$ cat config.mk
export PLATFORM = sky130hd
export DESIGN_NAME = if_stage
export DESIGN_NICKNAME = d
export VERILOG_FILES = /design/src/rtl/if_stage.sv
export SDC_FILE = /design/constraint.sdc
export NUM_CORES = 1
export LEC_CHECK = 0
export ABC_AREA = 1
export BUFFER_PORTS_ARGS = -buffer_cell sky130_fd_sc_hd__buf_4
export CORE_ASPECT_RATIO = 1.5
export CORE_MARGIN = 8
export CORE_UTILIZATION = 42
export CTS_CLUSTER_DIAMETER = 40
export DETAILED_ROUTE_END_ITERATION = 7
export GPL_TIMING_DRIVEN = 0
export SYNTH_ARGS = -nofsm -noshare
export SYNTH_HDL_FRONTEND = slang
export SYNTH_SLANG_ARGS = --single-unit
$ cat constraint.sdc
create_clock -name clk -period 3.8 [get_ports clk]
set_clock_uncertainty 0.1 [all_clocks]
set_input_delay 0.57 -clock clk [delete_from_list [all_inputs] [get_ports clk]]
set_output_delay 0.57 -clock clk [all_outputs]
set_load 0.02 [all_outputs]
$ cat src/rtl/if_stage.sv
// Instruction fetch stage: one outstanding memory request, 2-entry instruction
// buffer feeding the IF/ID register, with redirect flush and response discard.
module if_stage #(
  parameter logic [7:0]  RESET_PC  = 8'h00,
  parameter int unsigned BUF_DEPTH = 2
) (
  input  logic        clk,
  input  logic        rst,
  output logic        imem_req,
  output logic [7:0]  imem_addr,
  input  logic [15:0] imem_rdata,
  input  logic        imem_valid,
  input  logic        stall,
  input  logic        redirect,
  input  logic [7:0]  redirect_pc,
  output logic [15:0] instr_out,
  output logic [7:0]  pc_out,
  output logic        instr_valid
);

  typedef enum logic [1:0] {StFetch, StWait, StDiscard} state_e;

  state_e           state_q, state_d;
  logic [7:0]       pc_q, pc_d;
  logic [7:0]       iss_q, iss_d;     // address of the outstanding request
  logic [1:0]       count_q, count_d;
  logic [1:0][23:0] fifo_q, fifo_d;   // entry = {pc, instr}, entry 0 is the head

  logic        buf_full;
  logic        issue;
  logic        push;
  logic        pop;
  logic [23:0] push_ent;

  assign buf_full = (count_q >= 2'(BUF_DEPTH));
  // rst gates the request so nothing is issued while reset is held
  assign issue    = rst && (state_q == StFetch) && !buf_full && !redirect;
  assign push     = (state_q == StWait) && imem_valid && !redirect;
  assign pop      = (count_q != 2'd0) && !stall && !redirect;
  assign push_ent = {iss_q, imem_rdata};

  assign imem_req    = issue;
  assign imem_addr   = pc_q;
  assign instr_valid = (count_q != 2'd0);
  assign instr_out   = instr_valid ? fifo_q[0][15:0]  : 16'h0000;
  assign pc_out      = instr_valid ? fifo_q[0][23:16] : 8'h00;

  // Fetch control: PC, issued address and request state
  always_comb begin
    state_d = state_q;
    pc_d    = pc_q;
    iss_d   = iss_q;
    if (redirect) begin
      pc_d = redirect_pc;
      unique case (state_q)
        StFetch:          state_d = StFetch;
        StWait, StDiscard: state_d = imem_valid ? StFetch : StDiscard;
        default:          state_d = StFetch;
      endcase
    end else begin
      unique case (state_q)
        StFetch: begin
          if (issue) begin
            iss_d   = pc_q;
            pc_d    = pc_q + 8'd1;
            state_d = StWait;
          end
        end
        StWait:    if (imem_valid) state_d = StFetch;
        StDiscard: if (imem_valid) state_d = StFetch;
        default:   state_d = StFetch;
      endcase
    end
  end

  // Instruction buffer next state; redirect flushes regardless of push/pop
  always_comb begin
    fifo_d  = fifo_q;
    count_d = count_q;
    if (redirect) begin
      count_d = 2'd0;
    end else begin
      unique case ({push, pop})
        2'b10: begin
          fifo_d[count_q[0]] = push_ent;
          count_d            = count_q + 2'd1;
        end
        2'b01: begin
          fifo_d[0] = fifo_q[1];
          count_d   = count_q - 2'd1;
        end
        2'b11: begin
          if (count_q == 2'd1) begin
            fifo_d[0] = push_ent;
          end else begin
            fifo_d[0] = fifo_q[1];
            fifo_d[1] = push_ent;
          end
        end
        default: ;
      endcase
    end
  end

  // State registers
  always_ff @(posedge clk or negedge rst) begin
    if (!rst) begin
      state_q <= StFetch;
      pc_q    <= RESET_PC;
      iss_q   <= 8'h00;
      count_q <= 2'd0;
      fifo_q  <= '0;
    end else begin
      state_q <= state_d;
      pc_q    <= pc_d;
      iss_q   <= iss_d;
      count_q <= count_d;
      fifo_q  <= fifo_d;
    end
  end

endmodule

==> results of run 1 <==
## per-layer routing
metal | vias up | wire length [um] | GRT usage
li1 | 2486 | - | -
met1 | 2217 | 5502 | 0.2218
met2 | 165 | 6894 | 0.3299
met3 | 43 | 748 | 0.02490
met4 | 0 | 480 | 0.09520
met5 | - | 0 | 0
## worst register-to-register path, cell delays in order, from the launching register on
cell and delay, ns:
dfrtp_1 0.34, buf_2 0.22, clkinv_1 0.30, clkbuf_1 0.38, ha_1 0.33, buf_4 0.18
nor2_4 0.22, nand2_2 0.12, nor2_4 0.21, nand2_2 0.17, clkbuf_1 0.31, nand3_1 0.16
nand2_1 0.06
## report_power, final
group | leakage (nW) | total [mW] | switching [mW] | internal (mW)
clock network | 0.173 | 0.978 | 0.303 | 0.675
registers | 0.848 | 1.24 | 0.230 | 1.01
logic | 2.20 | 1.90 | 1.19 | 0.702
## cells by family after synthesis
group                    Yosys count  synth area share
flip-flops                        68            0.3652
AND/OR/NAND/NOR                  549            0.4919
adder cells (fa/ha/maj)            6           0.01611
XOR/XNOR                           1          0.001880
buffers and inverters            115            0.1077
AO/OA/AOI/OAI                     13           0.01719
## final timing paths
path,start,to,slack [ns],depth (start not counted)
min,rst,fifo_q[5],0.26,1
max reg2reg,count_q[0],fifo_q[33],0.60,12
min reg2reg,state_q[1],state_q[1],0.38,2
max in group asynchronous,rst,fifo_q[18],2.77,1
min in group clk,redirect_pc[3],imem_addr[3],0.35,3
max,count_q[0],imem_req,0.38,8
## cell type report
class | instances | area share
Buffer | 46 | 0.04288
Clock buffer | 12 | 0.04531
Timing Repair Buffer | 62 | 0.08223
Clock inverter | 4 | 0.01680
Multi-Input combinational cell | 569 | 0.4339
Inverter | 69 | 0.04576
Sequential cell | 68 | 0.3006
Tap cell | 147 | 0.03249
## state kept, by name, indices dropped and copies added, names as in the netlist
| register | count |
|---|---|
| iss_q | 8 |
| fifo_q | 48 |
| imem_addr | 8 |
| state_q | 2 |
| count_q | 2 |
## synthesized netlist by cell type
cell type    n  area (sq um)
nand2_1    316          1186
nor2_1     105         394.1
nand3_1     88         440.4
dfrtp_1     68          1702
inv_1       64         240.2
nand4_1     28         175.2
clkbuf_1    16         60.06
buf_2       11         55.05
buf_1        8         30.03
buf_4        7         52.55
ha_1         6         75.07
buf_6        4         45.04
nand2_2      4         25.02
o21ai_0      4         20.02
a21oi_1      3         15.01
inv_2        3         11.26
nand3b_1     3         22.52
nor2_4       3         33.78
o211ai_1     3         22.52
clkinv_1     2         7.510
a31oi_1      1         6.260
nand3_2      1         10.01
nor3_1       1         5.000
o21a_1       1         7.510
o21ai_2      1         8.760
xnor2_1      1         8.760
==> qor.txt, run 1 <==
Number of synthesis warnings - 0
DR vias - 4911
Via/cell ratio - 5.027
Core Footprint - 0.01094 sq mm
Fillcell total - 1165
First-pass GRT wire length - 22750 um
Final instance area - 0.005660 sq mm
Hold buffers post-CTS - 0
Slew Viols, Final - 0
DRC viols - 0
Gr usage total - 0.1912
First-pass DRT Iterations - 5
1st-iter DRT viols - 348
Status - complete, no violations
Buf/Inv on CP - 5
Setup bufs post-CTS - 0
Register area share after synthesis - 0.3652
Largest net degree at the start of global routing - 70
Dpl ws - 0.6309 ns
Crit share post-route - 0.9000
Register area - 0.001702 sq mm
Yosys reg bits - 68
Total grt overflow - 0
Die Wd - 102 um
Site row count - 47
CTS resizes - 0
Worst endpoint data arrival time - 2.75 ns
CP Data Required Time - 3.13 ns
Clk sinks - 68
Layout Nets - 860
Pwr Total - 4.112 mW
Total negative slack - 0 ns
CP delay by family, top - buffers and inverters
Synth-to-Final Area Change - 21.48%
Critical-path cell list - buf_2, clkinv_1, clkbuf_1, ha_1, nor2_1, nand3_1, inv_2, buf_4
Routed Antenna Nets - 0
Vias in the first global route - 4811
Mapped cell area - 0.004659 sq mm
Syn Inst Count - 752
LEAKAGE - 3.225 nW
Die footprint - 0.01479 sq mm
Initial antenna violation count - 0
CP Capture Type - output port
Final setup margin - 0.3801 ns
Worst hold slack - 0.2585 ns
Clock root cell - clkbuf_16
# diodes - 0
Final hold violations - 0
FMAX - 292.4 MHz
VDD IR max - 0.0003650 V
Port-buffer cells - 62
Syn nets - 787
Commonest cells after routing, fill and taps aside - nand2_1, nor2_1, nand3_1
RSZ-0062 raised after global routing - false
CTS HTree Levels - 3
Post-route insts no fill - 977
Min Tclk post-route - 3.420 ns
Hold crit path type - input port to asynchronous set/reset pin
Worst setup SP type - register
Final setup viols - 0
# IOs - 63
Starting density of the core - 0.4260
WL final - 13630 um
Drt wl/cell - 13.95 um
CP max-delay cell - clkbuf_1
Pwr/cell area - 726.5 mW/mm^2
Share of post-route cells with drive strength above 1 - 0.1337
Dpl cells - 961
Placed Area - 0.005309 sq mm
Worst-path clk slew - 0.05 ns
CTS Buffer Depth - 2
Avg Cell Area, Syn - 6.196 sq um
Area occupied by multi-input gates - 0.002456 sq mm
Worst-Skew Late Latency - 0.33 ns
CP Max Fanout - 11
Critical path class - register to output port
Cts bufs inserted - 9
Max-cap viol count - 0
CTS tree - done
Synth cell types - 26
Tightest Pin Transition - 0.8861 ns
Rel. slew slack - 0.4093
Most common cell after layout, fill and taps aside - nand2_1
Worst path max stage delay - 0.37 ns
Die height - 145 um
Placer Congestion - 0.8922
Utilization after layout - 0.5175
DP HPWL - 10190 um
No activity file was read; power rests on OpenSTA's default activity.
==> run 2: changes to the inputs <==
Settings changed: PLACE_DENSITY_LB_ADDON set to 0.1, RECOVER_POWER set to 100.
Clock period 3.8 ns to 4.35 ns, I/O delays scaled along.
==> qor.txt, run 2 (synthesized netlist as in run 1, its figures left out) <==
VDD IR max - 0.0003343 V (-8.4%)
Largest register FFs - 48 (unchanged)
CTS tree - done
Tightest Pin Transition - 1.743 ns (+0.8566 ns)
Reg2reg setup slack - 0.51 ns (-0.09 ns)
Via/cell ratio - 5.029 (about the same)
Final hold violations - 0 (unchanged)
Dpl cells - 961 (unchanged)
Die height - 145 um (unchanged)
Clk sinks - 68 (unchanged)
CP Data Required Time - 4.47 ns (+1.34 ns)
Status - complete, but fails checks
Final instance area - 0.005470 sq mm (-3.4%)
Port-buffer cells - 62 (unchanged)
Fillcell total - 1174 (+0.77%)
RR Startpoint - count_q[0]
Buf/Inv on CP - 6 (+1)
Hold buffers post-CTS - 0 (unchanged)
Die Wd - 102 um (unchanged)
Final setup viols - 0 (unchanged)
Slew Viols, Final - 70 (+70)
DP HPWL - 10250 um (+0.51%)
Worst-Skew Late Latency - 0.34 ns (about the same)
Most common cell after layout, fill and taps aside - nand2_1
Hold crit path type - register to register
Site row count - 47 (unchanged)
Synth-to-Final Area Change - 17.40%
Critical path class - register to register
First-pass GRT wire length - 23030 um (+1.2%)
WL final - 13840 um (+1.6%)
Worst r2r dst - fifo_q[23]
LEAKAGE - 3.070 nW (-4.8%)
Failing checks - capacitance limit, slew limit
First-pass DRT Iterations - 7 (+2)
Largest net degree at the start of global routing - 70 (unchanged)
CP Max Fanout - 11 (unchanged)
CTS resizes - 0 (unchanged)
Cts bufs inserted - 9 (unchanged)
Commonest cells after routing, fill and taps aside - nand2_1, nor2_1, nand3_1
Post-route insts no fill - 977 (unchanged)
Clock root cell - clkbuf_16
Starting density of the core - 0.4260 (unchanged)
CTS HTree Levels - 3 (unchanged)
Vias in the first global route - 4802 (-0.19%)
# IOs - 63 (unchanged)
Pwr/cell area - 623.4 mW/mm^2 (-14%)
Total grt overflow - 0 (unchanged)
Max-cap viol count - 1 (+1)
1st-iter DRT viols - 383 (+10%)
Final setup margin - 0.5126 ns (+0.1326 ns)
Worst-path clk slew - 0.06 ns (about the same)
# diodes - 0 (unchanged)
Routed Antenna Nets - 0 (unchanged)
Rel. slew slack - -0.1618 (-0.5710)
RSZ-0062 raised after global routing - false
Min Tclk post-route - 3.837 ns
Placer Congestion - 0.8702 (-2.5%)
Critical-path cell list - buf_2, clkinv_1, clkbuf_1, ha_1, buf_4, nor2_1, nand2_1, clkbuf_1, o21ai_0, buf_2, nand2_1, nor2_1, nor2_1
Gr usage total - 0.1916 (+0.0004341)
Initial antenna violation count - 0 (unchanged)
Share of post-route cells with drive strength above 1 - 0.08554 (-0.04819)
CP delay by family, top - buffers and inverters
Crit-path most repeated cell - nor2_1
Setup bufs post-CTS - 0 (unchanged)
Hold path depth - 2
Worst setup SP type - register
FMAX - 260.6 MHz
Pwr Total - 3.410 mW (-17%)
Worst path max stage delay - 0.47 ns (+0.10 ns)
CP max-delay cell - nor2_1
DRC viols - 0 (unchanged)
DR vias - 4913 (+0.041%)
Placed Area - 0.005309 sq mm (unchanged)
Die footprint - 0.01479 sq mm (unchanged)
Worst endpoint data arrival time - 3.96 ns (+1.21 ns)
Worst hold slack - 0.3766 ns (+0.1181 ns)
Core Footprint - 0.01094 sq mm (unchanged)
Dpl ws - 1.166 ns (+0.5351 ns)
Drt wl/cell - 14.16 um (+1.6%)
Layout Nets - 860 (unchanged)
Total negative slack - 0 ns (unchanged)
Worst Hold Endpoint - state_q[1]
HP Start - state_q[1]
CTS Buffer Depth - 2 (unchanged)
Worst r2r path cells - 13 (+1)
Utilization after layout - 0.5001 (-0.01739)
Most flops, register - fifo_q
Crit share post-route - 0.8822
CP Capture Type - register
==> run 2: power by group <==
part / internal (mW) / switching (mW) / leakage (nW)
Sequential: 0.880 / 0.203 / 0.848
Combinational: 0.499 / 1.04 / 2.06
Clock: 0.514 / 0.270 / 0.159
Total: 1.89 / 1.52 / 3.07
==> run 2: final cells by class <==
| type | instances | area (sq um) | share of cell area |
|---|---|---|---|
| Buffer | 46 | 234.0 | 0.04277 |
| Clock buffer | 11 | 242.7 | 0.04437 |
| Clock inverter | 5 | 75.07 | 0.01372 |
| Inverter | 69 | 259.0 | 0.04735 |
| Multi-Input combinational cell | 569 | 2435 | 0.4451 |
| Sequential cell | 68 | 1702 | 0.3111 |
| Tap cell | 147 | 183.9 | 0.03362 |
| Timing Repair Buffer | 62 | 339.1 | 0.06199 |
==> run 2: worst max path at each step <==
stage	from	end	slack, ns	cells past startpoint
floorplan	count_q[0]	instr_out[10]	1.79	7
global placement	count_q[0]	fifo_q[36]	1.19	12
detailed placement	count_q[0]	fifo_q[28]	1.17	12
CTS	count_q[0]	imem_req	0.81	8
global route	count_q[0]	fifo_q[35]	0.33	13
finish	count_q[0]	fifo_q[23]	0.51	13
==> run 2: routing by layer <==
layer	vias to the layer above	GRT usage	wire [um]
li1	2475	-	-
met1	2212	0.2251	5648
met2	200	0.3148	6888
met3	26	0.04502	1030
met4	0	0.09299	272
met5	-	0	0
==> run 2: worst min-delay path: stages, from the launching register on <==
cell and delay (ns):
dfrtp_1 0.34, nand2_1 0.05, nand2_1 0.05
==> run 3: changes to the inputs <==
Settings changed: ABC_AREA 1 to not set, CAP_MARGIN set to 20.
==> qor.txt, run 3 <==
Status - complete, no violations
Most common cell after layout, fill and taps aside - dfrtp_1
Cts bufs inserted - 9 (unchanged)
CTS tree - done
Synth Area in Compound Gates - 0.1233 (+0.1061)
LEAKAGE - 1.788 nW (-42%)
Synth Area in Adders - 0.02242 (+0.006310)
CP Data Required Time - 3.60 ns (-0.87 ns)
Clk sinks - 68 (unchanged)
Critical path class - input port to output port
Die footprint - 0.01114 sq mm (-25%)
Post-Synth Simple-Gate Area - 0.1655 (-0.3264)
Hold crit path type - input port to asynchronous set/reset pin
Worst-path clk slew - 0.05 ns (about the same)
Sw Share - 0.3282 (-0.1167)
Die Wd - 88.90 um (-13%)
Yosys reg bits - 68 (unchanged)
First-pass DRT Iterations - 4 (-3)
Worst setup SP type - input port
Syn nets - 304 (-61%)
Register area share after synthesis - 0.5082 (+0.1430)
Total negative slack - 0 ns (unchanged)
FMAX - 268.6 MHz (+3.1%)
WL final - 7733 um (-44%)
Worst endpoint data arrival time - 2.97 ns (-0.99 ns)
Slew Viols, Final - 0 (-100%)
CTS resizes - 0 (unchanged)
Min Tclk post-route - 3.723 ns (-0.1143 ns)
Gr usage total - 0.1501 (-0.04149)
Synth-to-Final Area Change - 19.62%
Commonest cells after routing, fill and taps aside - dfrtp_1, clkbuf_1, buf_4
Routed Antenna Nets - 0 (unchanged)
EDFF count, synth - 0 (unchanged)
Rel. slew slack - 0.3354 (+0.4971)
Vias in the first global route - 2528 (-47%)
# diodes - 0 (unchanged)
CP Max Fanout - 70 (+59)
Core Footprint - 0.007858 sq mm (-28%)
Drt wl/cell - 17.11 um (+21%)
Avg Cell Area, Syn - 12.45 sq um (+100%)
Share of post-route cells with drive strength above 1 - 0.2075 (+0.1220)
Starting density of the core - 0.4261 (about the same)
Most flops, register - fifo_q
Die height - 125.4 um (-14%)
Via/cell ratio - 5.325 (+5.9%)
Largest net degree at the start of global routing - 71 (+1.4%)
DRC viols - 0 (unchanged)
Mapped cell area - 0.003348 sq mm (-28%)
Initial antenna violation count - 0 (unchanged)
Placer Congestion - 0.7268 (-16%)
Clock power frac - 0.275 (+0.045)
Site row count - 40 (-15%)
Commonest cells post-synth - dfrtp_1, nor2b_1, mux2_4
DR vias - 2407 (-51%)
Max-cap viol count - 0 (-1)
CTS Buffer Depth - 2 (unchanged)
CTS HTree Levels - 3 (unchanged)
Largest register FFs - 48 (unchanged)
Layout Nets - 377 (-56%)
Hold buffers post-CTS - 0 (unchanged)
Largest family of logic cells by synthesized area - simple AND/OR/NAND/NOR gates
RSZ-0062 raised after global routing - false
DP HPWL - 5538 um (-46%)
Seq pwr share - 0.387 (+0.070)
Syn Inst Count - 269 (-64%)
Power share of the combinational group - 0.338 (-0.115)
Final setup viols - 0 (unchanged)
# IOs - 63 (unchanged)
Setup bufs post-CTS - 0 (unchanged)
Clock root cell - clkbuf_16
Post-route insts no fill - 452 (-54%)
First-pass GRT wire length - 12900 um (-44%)
Top_reg_cell synth - dfrtp_1
Count leader, synth - dfrtp_1
P_sw - 0.8678 mW (-43%)
FFs w/ async S/R, synth - 1.000 (unchanged)
Pwr/cell area - 660.1 mW/mm^2 (+5.9%)
Dpl cells - 436 (-55%)
VDD IR max - 0.0002614 V (-22%)
Final hold violations - 0 (unchanged)
CP Capture Type - output port
Ranking of synthesized cells by area - dfrtp_1, mux2_4, nor2b_1
1st-iter DRT viols - 112 (-71%)
Largest area contributor in the netlist - dfrtp_1
Synth top area share - 0.5082 (+0.1430)
Worst-Skew Late Latency - 0.32 ns (-0.02 ns)
Multiplexer share of the synthesized area - 0.1330 (+0.1330)
Total grt overflow - 0 (unchanged)
Post-synthesis xor/xnor area fraction - 0.009342 (+0.007463)
Int Power - 1.776 mW (-6.2%)
Tightest Pin Transition - 0.9835 ns (-0.7591 ns)
Crit share post-route - 0.8559 (-0.02627)
Port-buffer cells - 62 (unchanged)
Number of synthesis warnings - 0 (unchanged)
Synth cell types - 43 (+65%)
run 3: per-stage QoR:
| stage | cell area (sq um) | setup slack, ns | util | hold WS [ns] | total power, mW |
|---|---|---|---|---|---|
| 2_1_floorplan | 3348 | 2.127 | - | 0.2569 | 1.730 |
| 5_1_grt | 4005 | 0.3461 | 0.5097 | 0.4017 | 2.818 |
| 3_5_place_dp | 3945 | 0.8096 | 0.5021 | 0.3846 | 2.076 |
| 3_3_place_gp | 3945 | 0.7918 | 0.5021 | 0.3777 | 2.051 |
| 6_report | 4005 | 0.6269 | 0.5097 | 0.3317 | 2.644 |
| 4_1_cts | 4249 | 0.8048 | 0.5408 | 0.3786 | 2.817 |
run 3: final timing paths:
path | start | endpoint | slack (ns) | cells past startpoint
setup / recovery | rst | imem_req | 0.63 | 5
hold / removal | rst | fifo_q[8] | 0.33 | 1
setup reg to reg | count_q[1] | fifo_q[33] | 1.64 | 7
hold reg to reg | fifo_q[45] | fifo_q[45] | 0.38 | 1
max in group asynchronous | rst | imem_addr[1] | 3.25 | 1
min in group clk | fifo_q[45] | fifo_q[45] | 0.38 | 1
run 3: layout make-up:
| cell class | instances | area [sq um] |
|---|---|---|
| clock inverters | 4 | 47.55 |
| well taps | 105 | 131.4 |
| repair buffers | 62 | 337.8 |
| flip-flops and latches | 68 | 1702 |
| multi-input cells | 178 | 1444 |
| inverters | 6 | 22.52 |
| fillers | 776 | 3852 |
| plain buffers | 17 | 63.81 |
| clock buffers | 12 | 256.5 |
run 3: logic make-up after synthesis:
logic type	count (synthesis)
AOI/OAI and AO/OA	49
xor gates and xnor gates	2
adders and majority gates	6
buffers and inverters	23
DFF	68
muxes	33
and+or+nand+nor	88
run 3: per-layer routing:
metal | wire length (um) | GRT usage
met5 | 0 | 0
met4 | 122 | 0.06206
met3 | 367 | 0.03934
met2 | 3837 | 0.2340
met1 | 3406 | 0.1887
run 3: power groups by stage:
| stage | Combinational, mW | Sequential [mW] | Clock, mW |
|---|---|---|---|
| after floorplan | 0.724 | 1.01 | 0 |
| after global placement | 1.02 | 1.03 | 0 |
| after detailed placement | 1.04 | 1.04 | 0 |
| after CTS | 1.04 | 1.03 | 0.745 |
| after global routing | 0.988 | 1.05 | 0.777 |
| final | 0.894 | 1.02 | 0.727 |
run 3: critical path, cell delays in order:
cell and delay (ns):
buf_4 0.64, nand4bb_1 0.36, clkbuf_1 0.31, nor2_1 0.65
clkbuf_1 0.30
